**src/rtl/simplebus_mem_follower.sv**
```systemverilog
// Memory follower for the multiplexed simple bus: multi-beat address, programmable read
// latency, write-data timeout and range checking. Define SIMPLEBUS_MEM_CLEAR_EN to zero memory after reset.
module simplebus_mem_follower #(
  parameter int BUS_W      = 8,
  parameter int ADDR_BEATS = 2,
  parameter int MEM_DEPTH  = 256,
  parameter int READ_LAT   = 1,
  parameter int WR_TIMEOUT = 0
) (
  input  logic             clock,
  input  logic             reset,
  input  logic             start,
  input  logic             read,
  input  logic [BUS_W-1:0] address,
  input  logic [BUS_W-1:0] data_in,
  input  logic             dv_in,
  output logic [BUS_W-1:0] data_out,
  output logic             data_oe,
  output logic             dv_out,
  output logic             dv_oe,
  output logic             busy,
  output logic             err
);

  localparam int AW     = BUS_W * ADDR_BEATS;
  localparam int IDX_W  = (MEM_DEPTH > 1) ? $clog2(MEM_DEPTH) : 1;
  localparam int BEAT_W = (ADDR_BEATS > 1) ? $clog2(ADDR_BEATS) : 1;
  localparam int LAT_W  = (READ_LAT > 1) ? $clog2(READ_LAT) : 1;
  localparam int TO_W   = (WR_TIMEOUT > 1) ? $clog2(WR_TIMEOUT) : 1;
  // One extra bit so MEM_DEPTH == 2**AW is representable.
  localparam logic [AW:0] DEPTH_LIM = (AW+1)'(MEM_DEPTH);

  generate
    if (READ_LAT < 1) begin : g_bad_lat
      $error("READ_LAT must be at least 1");
    end
    if ((MEM_DEPTH < 1) || ($clog2(MEM_DEPTH) > AW)) begin : g_bad_depth
      $error("MEM_DEPTH must lie in 1..2**(BUS_W*ADDR_BEATS)");
    end
  endgenerate

`ifdef SIMPLEBUS_MEM_CLEAR_EN
  typedef enum logic [2:0] {IDLE, ADDR, RLAT, RDATA, WDATA, CLEAR} state_t;
  localparam state_t RESET_STATE = CLEAR;
`else
  typedef enum logic [2:0] {IDLE, ADDR, RLAT, RDATA, WDATA} state_t;
  localparam state_t RESET_STATE = IDLE;
`endif

  state_t            state_q;
  logic [AW-1:0]     addr_q;
  logic [AW-1:0]     addr_d;
  logic [BEAT_W-1:0] beat_q;
  logic [LAT_W-1:0]  lat_q;
  logic [TO_W-1:0]   to_q;
  logic              dv_q;
  logic              rd_gate_q;
  logic              err_q;
`ifdef SIMPLEBUS_MEM_CLEAR_EN
  logic [IDX_W-1:0]  clr_q;
`endif

  logic [BUS_W-1:0]  mem [MEM_DEPTH];
  logic [BUS_W-1:0]  rd_word_q;
  logic [AW-1:0]     rd_addr;
  logic [IDX_W-1:0]  rd_idx;
  logic              rd_hit;
  logic              wr_hit;
  logic              final_beat;
  logic              mem_we;
  logic [IDX_W-1:0]  mem_widx;
  logic [BUS_W-1:0]  mem_wdata;

  function automatic logic in_range(input logic [AW-1:0] a);
    return {1'b0, a} < DEPTH_LIM;
  endfunction

  function automatic logic [IDX_W-1:0] to_idx(input logic [AW-1:0] a);
    return a[IDX_W-1:0];
  endfunction

  // Address beats shift in from the LS end, so the first beat ends up most significant.
  generate
    if (ADDR_BEATS == 1) begin : g_one_beat
      assign addr_d = address;
    end else begin : g_multi_beat
      assign addr_d = {addr_q[AW-BUS_W-1:0], address};
    end
  endgenerate

  always_comb begin
    final_beat = ((state_q == ADDR) && (beat_q == BEAT_W'(ADDR_BEATS - 1)))
              || ((ADDR_BEATS == 1) && (state_q == IDLE) && start);
    // The RDATA read is issued on the edge entering RDATA: from RLAT the address is
    // already registered, otherwise it is still being completed by the current beat.
    rd_addr = (state_q == RLAT) ? addr_q : addr_d;
    rd_idx  = to_idx(rd_addr);
    rd_hit  = in_range(rd_addr);
    wr_hit  = in_range(addr_q);
  end

  always_comb begin
    mem_we    = 1'b0;
    mem_widx  = to_idx(addr_q);
    mem_wdata = data_in;
    if (!reset && (state_q == WDATA) && dv_in && wr_hit) begin
      mem_we = 1'b1;
    end
`ifdef SIMPLEBUS_MEM_CLEAR_EN
    if (state_q == CLEAR) begin
      mem_we    = !reset;
      mem_widx  = clr_q;
      mem_wdata = '0;
    end
`endif
  end

  always_ff @(posedge clock) begin
    if (mem_we) begin
      mem[mem_widx] <= mem_wdata;
    end
    rd_word_q <= mem[rd_idx];
  end

  always_ff @(posedge clock) begin
    if (reset) begin
      state_q   <= RESET_STATE;
      addr_q    <= '0;
      beat_q    <= '0;
      lat_q     <= '0;
      to_q      <= '0;
      dv_q      <= 1'b0;
      rd_gate_q <= 1'b0;
      err_q     <= 1'b0;
`ifdef SIMPLEBUS_MEM_CLEAR_EN
      clr_q     <= '0;
`endif
    end else begin
      dv_q      <= 1'b0;
      rd_gate_q <= 1'b0;
      err_q     <= 1'b0;
      case (state_q)
        IDLE: begin
          if (start) begin
            addr_q  <= addr_d;
            beat_q  <= BEAT_W'(1);
            state_q <= ADDR;
          end
        end
        ADDR: begin
          addr_q <= addr_d;
          beat_q <= beat_q + BEAT_W'(1);
        end
        RLAT: begin
          if (lat_q == LAT_W'(READ_LAT - 2)) begin
            state_q   <= RDATA;
            dv_q      <= 1'b1;
            rd_gate_q <= rd_hit;
            err_q     <= ~rd_hit;
          end else begin
            lat_q <= lat_q + LAT_W'(1);
          end
        end
        RDATA: begin
          state_q <= IDLE;
        end
        WDATA: begin
          // Data arriving on the expiry cycle still wins over the timeout.
          if (dv_in) begin
            state_q <= IDLE;
            err_q   <= ~wr_hit;
          end else if ((WR_TIMEOUT > 0) && (to_q == TO_W'(WR_TIMEOUT - 1))) begin
            state_q <= IDLE;
            err_q   <= 1'b1;
          end else begin
            to_q <= to_q + TO_W'(1);
          end
        end
`ifdef SIMPLEBUS_MEM_CLEAR_EN
        CLEAR: begin
          clr_q <= clr_q + IDX_W'(1);
          if (clr_q == IDX_W'(MEM_DEPTH - 1)) begin
            state_q <= IDLE;
          end
        end
`endif
        default: begin
          state_q <= IDLE;
        end
      endcase

      if (final_beat) begin
        if (!read) begin
          state_q <= WDATA;
          to_q    <= '0;
        end else if (READ_LAT == 1) begin
          state_q   <= RDATA;
          dv_q      <= 1'b1;
          rd_gate_q <= rd_hit;
          err_q     <= ~rd_hit;
        end else begin
          state_q <= RLAT;
          lat_q   <= '0;
        end
      end
    end
  end

  assign data_out = rd_gate_q ? rd_word_q : '0;
  assign data_oe  = dv_q;
  assign dv_out   = dv_q;
  assign dv_oe    = dv_q;
  assign busy     = (state_q != IDLE);
  assign err      = err_q;

endmodule
```
**config.mk**
```make
export PLATFORM = sky130hd
export DESIGN_NAME = simplebus_mem_follower
export DESIGN_NICKNAME = d
export VERILOG_FILES = /design/src/rtl/simplebus_mem_follower.sv
export SDC_FILE = /design/constraint.sdc
export NUM_CORES = 2
export LEC_CHECK = 0
export BUFFER_PORTS_ARGS = -buffer_cell sky130_fd_sc_hd__buf_4
export CELL_PAD_IN_SITES_DETAIL_PLACEMENT = 0
export CELL_PAD_IN_SITES_GLOBAL_PLACEMENT = 1
export CORE_MARGIN = 4
export CORE_UTILIZATION = 30
export CTS_CLUSTER_SIZE = 10
export DETAILED_ROUTE_END_ITERATION = 12
export PLACE_DENSITY = 0.53
export SETUP_SLACK_MARGIN = 0.5
export SYNTH_ARGS = -nofsm -noshare
export SYNTH_HDL_FRONTEND = slang
export SYNTH_SLANG_ARGS = --single-unit
```
**constraint.sdc**
```tcl
create_clock -name clock -period 3.6 [get_ports clock]
set_input_delay 0.54 -clock clock [delete_from_list [all_inputs] [get_ports clock]]
set_output_delay 0.54 -clock clock [all_outputs]
set_load 0.02 [all_outputs]
```
Word level (Yosys, flattened, before mapping)

Memories as Yosys holds them, arrays and structs flattened. A register that Yosys moved wholly into a read port is not among the register bits.
Index checks and enable logic that the tools add are counted.

Bits in writable memories: 2048
Register bits: 24
Input bits: 21
Logic and storage cells: 61
Output and inout bits: 13
Memories: 1

$lt $le $gt $ge: 2
Bitwise gates (word level): 2
Reduce and logical (&&, ||, !) cells: 10
Mux-type cells: 29
Equal/unequal tests: 8
Add/subtract/negate cells: 2

Memory list:

| name | depth | width | rd ports | clocked after memory_dff | wr ports | line | RTL |
|---|---|---|---|---|---|---|---|
| mem  | 256   | 8     | 1        | 1                        | 1        | 63   | `logic [BUS_W-1:0] mem [MEM_DEPTH];` |

Operators by type and width:

| kind                                                        | number |
|---|---|
| less-than comparator 16 x 9 -> 1 bit, second input constant | 2 |
| two-way mux 16 bit                                          | 2 |
| one-hot mux 16 bit (2 select lines)                         | 1 |
| two-way mux 1 bit                                           | 17 |
| two-way mux 3 bit                                           | 5 |
| one-hot mux 3 bit (4 select lines)                          | 1 |
| != test 3 bit, second input constant                        | 3 |
| two-way mux 8 bit                                           | 1 |
| logical AND 1 bit                                           | 4 |
| != test 2 bit, second input constant                        | 2 |
| one-hot mux 1 bit (2 select lines)                          | 2 |
| AND reduction 4 bit                                         | 1 |
| == test 3 x 1 -> 1 bit, second input constant               | 1 |
| == test 3 x 2 -> 1 bit, second input constant               | 1 |
| == test 3 bit, second input constant                        | 1 |
| zero test 3 bit                                             | 1 |
| nonzero test 3 bit                                          | 1 |
| adder 1 bit, second input constant                          | 2 |
| inverter 1 bit                                              | 2 |
| AND reduction 2 bit                                         | 1 |
| nonzero test 2 bit                                          | 1 |
| zero test 1 bit                                             | 1 |

Depth between registers and ports, before layout

Depth in word-level cells: 8
Gate-level depth with buffers: 14
Mapped depth without buffers: 8

Worst setup path after synthesis

OpenSTA, ideal clock, no wires.

Kind: reg-to-reg
Start point: reg state_q[0]
End point: mem mem[102][0], enable pin
Cell stages (with the launch flop): 10
Period minus slack after synthesis: 2579 ps
Data required time: 3230 ps
Buffers on the path: 2
Setup time: 370 ps
Path slack: 1021 ps
Arrival: 2208 ps
Cells stage by stage: dfxtp_1 > buf_2 > inv_1 > nand2_1 > nor3_1 > nand4_1 > nor3b_1 > nand2_1 > clkbuf_1 > nor2_1

Cells in the longest elaborated chain, start to end: 7

RTL lines:

| what                                    | line | RTL |
|---|---|---|
| start: declaration                      | 50   | `state_t state_q;` |
| start signal: assignment                | 127  | `state_q <= RESET_STATE;` |
| start signal: assignment                | 147  | `state_q <= ADDR;` |
| start signal: assignment                | 156  | `state_q <= RDATA;` |
| == test 3 bit                           | 106  | `if (!reset && (state_q == WDATA) && dv_in && wr_hit) begin` |
| logical AND 1 bit (3 in series)         | 106  |  |
| two-way mux 1 bit                       | 106  |  |
| two-way mux 1 bit                       | 119  | `if (mem_we) begin` |
| two-way mux 1 bit (implied by the code) | 120  | `mem[mem_widx] <= mem_wdata;` |
| end: declaration                        | 63   |  |

No other way between the ends.

Final worst setup path

Start point: reg state_q[2]
End point: reg rd_word_q[0], read port of mem

Cells in the longest elaborated chain, start to end: 2

RTL lines:

| what                   | line | RTL |
|---|---|---|
| == test 3 x 2 -> 1 bit | 96   | `rd_addr = (state_q == RLAT) ? addr_q : addr_d;` |
| two-way mux 16 bit     | 96   |  |
| end: declaration       | 64   | `logic [BUS_W-1:0] rd_word_q;` |

No other way between the ends.
A chain may end at the register's enable or synchronous reset.

==> flow_metrics.py <==
metrics = {
    "pwr": {
        "power_uw": 54300,
        "power.density_nw_per_um2": 529,
        "p_leak_uw": 0.0350,
        "peakVddDrop_mv": 0.383,
    },
    "run": {
        "maxCapViolations": 0,
    },
    "layout": {
        "stdcell_count": 10626,
        "multi_input_area_sq_um": 19700,
        "drive_above_1_share_pct": 19.5,
        "layout.nets": 6831,
        "seqCellArea_sq_um": 62100,
        "fill_cells": 26254,
        "final_common_cell": "edfxtp_1",
        "layout_common_cells": "edfxtp_1 (2048), nand2_1 (1515), buf_4 (713), nand3_1 (521), nor2_1 (289)",
        "area_growth_pct": 23.7,
    },
    "critical_path": {
        "r2r_setup_slack_ps": 280,
        "r2r_cells": 12,
        "slowest_delay_ps": 520,
        "arrival_ps": 4060,
        "cp.required_ps": 4340,
        "r2r_start": "state_q[2]",
        "crit_slowest_cell": "nor4_4",
        "critPathLaunchType": "flop",
        "reg2reg_to": "rd_word_q[0]",
        "endpoint_kind": "flop",
        "path_class": "reg2reg",
        "timing.critical_path.cells": "or3b_4 > a21o_4 > buf_12 > buf_12 > buf_6 > nand2_1 > a31oi_1 > nand3_1 > a41oi_1 > buf_4 > nor4_4 > nand3_1",
        "worstPathMaxFanout": 29,
    },
    "sta": {
        "max_freq_ghz": 0.302,
        "fin_crit_sh_pct": 92.1,
        "setup_ws_ps": 285,
        "maxSlewHeadroom_pct": 16.2,
        "timing_hold_violations_final": 0,
        "rsz0062_at_grt": "yes",
        "fin_setup_tns_ps": 0,
        "worst_slew_pin_slew_ps": 1260,
        "final_max_slew_viol_count": 0,
        "fin_crit_ps": 3320,
        "hold-worst-slack_ps": 116,
        "clock_skew_ps": 127,
        "setup_viol": 0,
    },
    "yosys": {
        "yosys.area_share.simple_pct": 13.5,
        "synth_nets": 6070,
        "netlist_instances": 6049,
        "ys.warnings.count": 0,
        "synth_top_family_by_area": "simple AND/OR/NAND/NOR gates",
        "synth_flop_cell": "edfxtp_1",
        "synth-edff-count": 2048,
        "synthAdderAreaFrac_pct": 0,
        "synthMuxAreaShare_pct": 3.97,
        "synth_compound_area_share_pct": 4.99,
        "netlist_area_sq_um": 82900,
        "synth_xor_area_share_pct": 0,
        "syn_avg_cell_area_sq_um": 13.7,
        "ys_types": 66,
        "ys_seq_area_share_pct": 75.0,
        "ys_ff_latch": 2080,
        "synthArstFlopShare_pct": 0,
    },
    "drt": {
        "firstDrtPassIters": 6,
        "wl_per_cell_um": 30.4,
        "vias_per_cell": 5.26,
        "route.detailed.drc": 0,
        "wirelength_um": 323000,
        "ant_nets": 0,
        "via_count": 55907,
        "dr.first_iter.drc_count": 6297,
    },
    "placed_design": {
        "gp_congestion": 0.887,
        "dp_hpwl_um": 205000,
        "placedCellCount": 10103,
        "dp_slack_ps": -599,
        "portBuffers": 33,
    },
    "clock_tree": {
        "clock_latency_ps": 960,
        "cts_tree": "yes",
        "root_buffer": "clkbuf_16",
        "h-tree-depth": 4,
        "clockBufferDepth": 4,
        "cts_buffers": 242,
        "clock-sinks": 2080,
        "clk_pin_slew_ps": 60,
    },
    "grt": {
        "grt_pass1_vias": 53523,
        "antenna_found_initial": 19,
        "grt_usage_pct": 21.9,
        "grt.overflow.total": 0,
        "grt_first_pass_wirelength_um": 441000,
        "grt_max_degree": 106,
    },
    "die": {
        "chipWidth_um": 534,
        "die-area_sq_um": 285000,
        "core.rowCount": 192,
        "io_pins": 34,
        "dieHeight_um": 534,
        "core_sq_um": 274000,
        "start_util_pct": 30.2,
    },
    "hold_path": {
        "hp-class": "in2reg",
        "worstHoldEndpoint": "addr_q[2]",
        "min_path_cells": 3,
        "hold_start": "address[2]",
    },
    "outcome": {
        "status": "completed",
    },
}
==> registers in the layout, indices dropped and copies added (netlist names), 3 cells and up <==
register and cells:
state_q 3, mem 2048, addr_q 16, rd_word_q 8
==> cells by family (layout without fill, tap and decap cells) <==
group	count (synthesis)	count (layout)
AND/OR/NAND/NOR	2629	2630
flip-flops	2080	2080
AO/OA/AOI/OAI	588	589
buffers and inverters	440	1319
multiplexers	312	312
other	0	10
==> cell type report <==
cell class | count | share of cell area [%]
Multi-Input combinational cell | 3531 | 19.2
Clock inverter | 22 | 0.262
Sequential cell | 2080 | 60.6
Clock buffer | 342 | 6.30
Tap cell | 3686 | 4.50
Timing Repair Buffer | 914 | 8.97
Inverter | 41 | 0.150
Antenna cell | 10 | 0.0244
==> what timing repair did <==
action,in CTS,in global routing
hold endpoints to repair,20,0
cloned,18,9
pin swaps,58,39
resized for setup,147,77
hold buffers,12,0
endpoints found under the setup margin,474,457
buffers inserted,78,32
==> worst max-delay path, delay by kind of cell (launching register included) <==
kind	cells	cell delay, ps
compound gates	3	560
simple gates	5	1400
buf+inv	4	750
flops	1	370
==> synthesized netlist by cell type (32+ instances only) <==
cell,instances,area [sq um]
a211oi_1,74,556
a21oi_1,75,375
a31oi_1,169,1060
a32oi_1,62,543
buf_2,195,976
buf_4,45,338
clkbuf_1,136,510
dfxtp_1,32,641
edfxtp_1,2048,61500
inv_1,41,154
mux2i_1,289,2890
nand2_1,1534,5760
nand3_1,537,2690
nand4_1,131,820
nor2_1,299,1120
o21ai_0,34,170
o22ai_1,37,231
==> routing by layer <==
metal	routed length (um)	GRT usage, %	share of wire [%]
met1	138000	30.2	43
met2	148000	34.3	46
met3	23900	4.05	7.4
met4	13800	8.34	4.3
met5	23	0	0.0071
==> worst max path at each step <==
| stage | from | end |
|---|---|---|
| floorplan | state_q[0] | mem[102][0] |
| finish | state_q[2] | rd_word_q[0] |
| global placement | state_q[1] | rd_word_q[0] |
| CTS | state_q[1] | rd_word_q[0] |
| global route | state_q[2] | rd_word_q[0] |
| detailed placement | state_q[1] | rd_word_q[0] |
==> metrics by stage <==
stage	util (%)	instance area, sq um
after floorplan	-	82900
after global placement	33.9	92900
after detailed placement	33.9	92900
after CTS	37.1	102000
after global routing	37.4	103000
final	37.4	103000
==> where the power goes <==
part	switching (uW)	internal [uW]
combinational	3760	1810
sequential	68.4	26600
clock	9610	12300
total	13400	40800
Note: power is estimated with default switching activity, not from simulation.
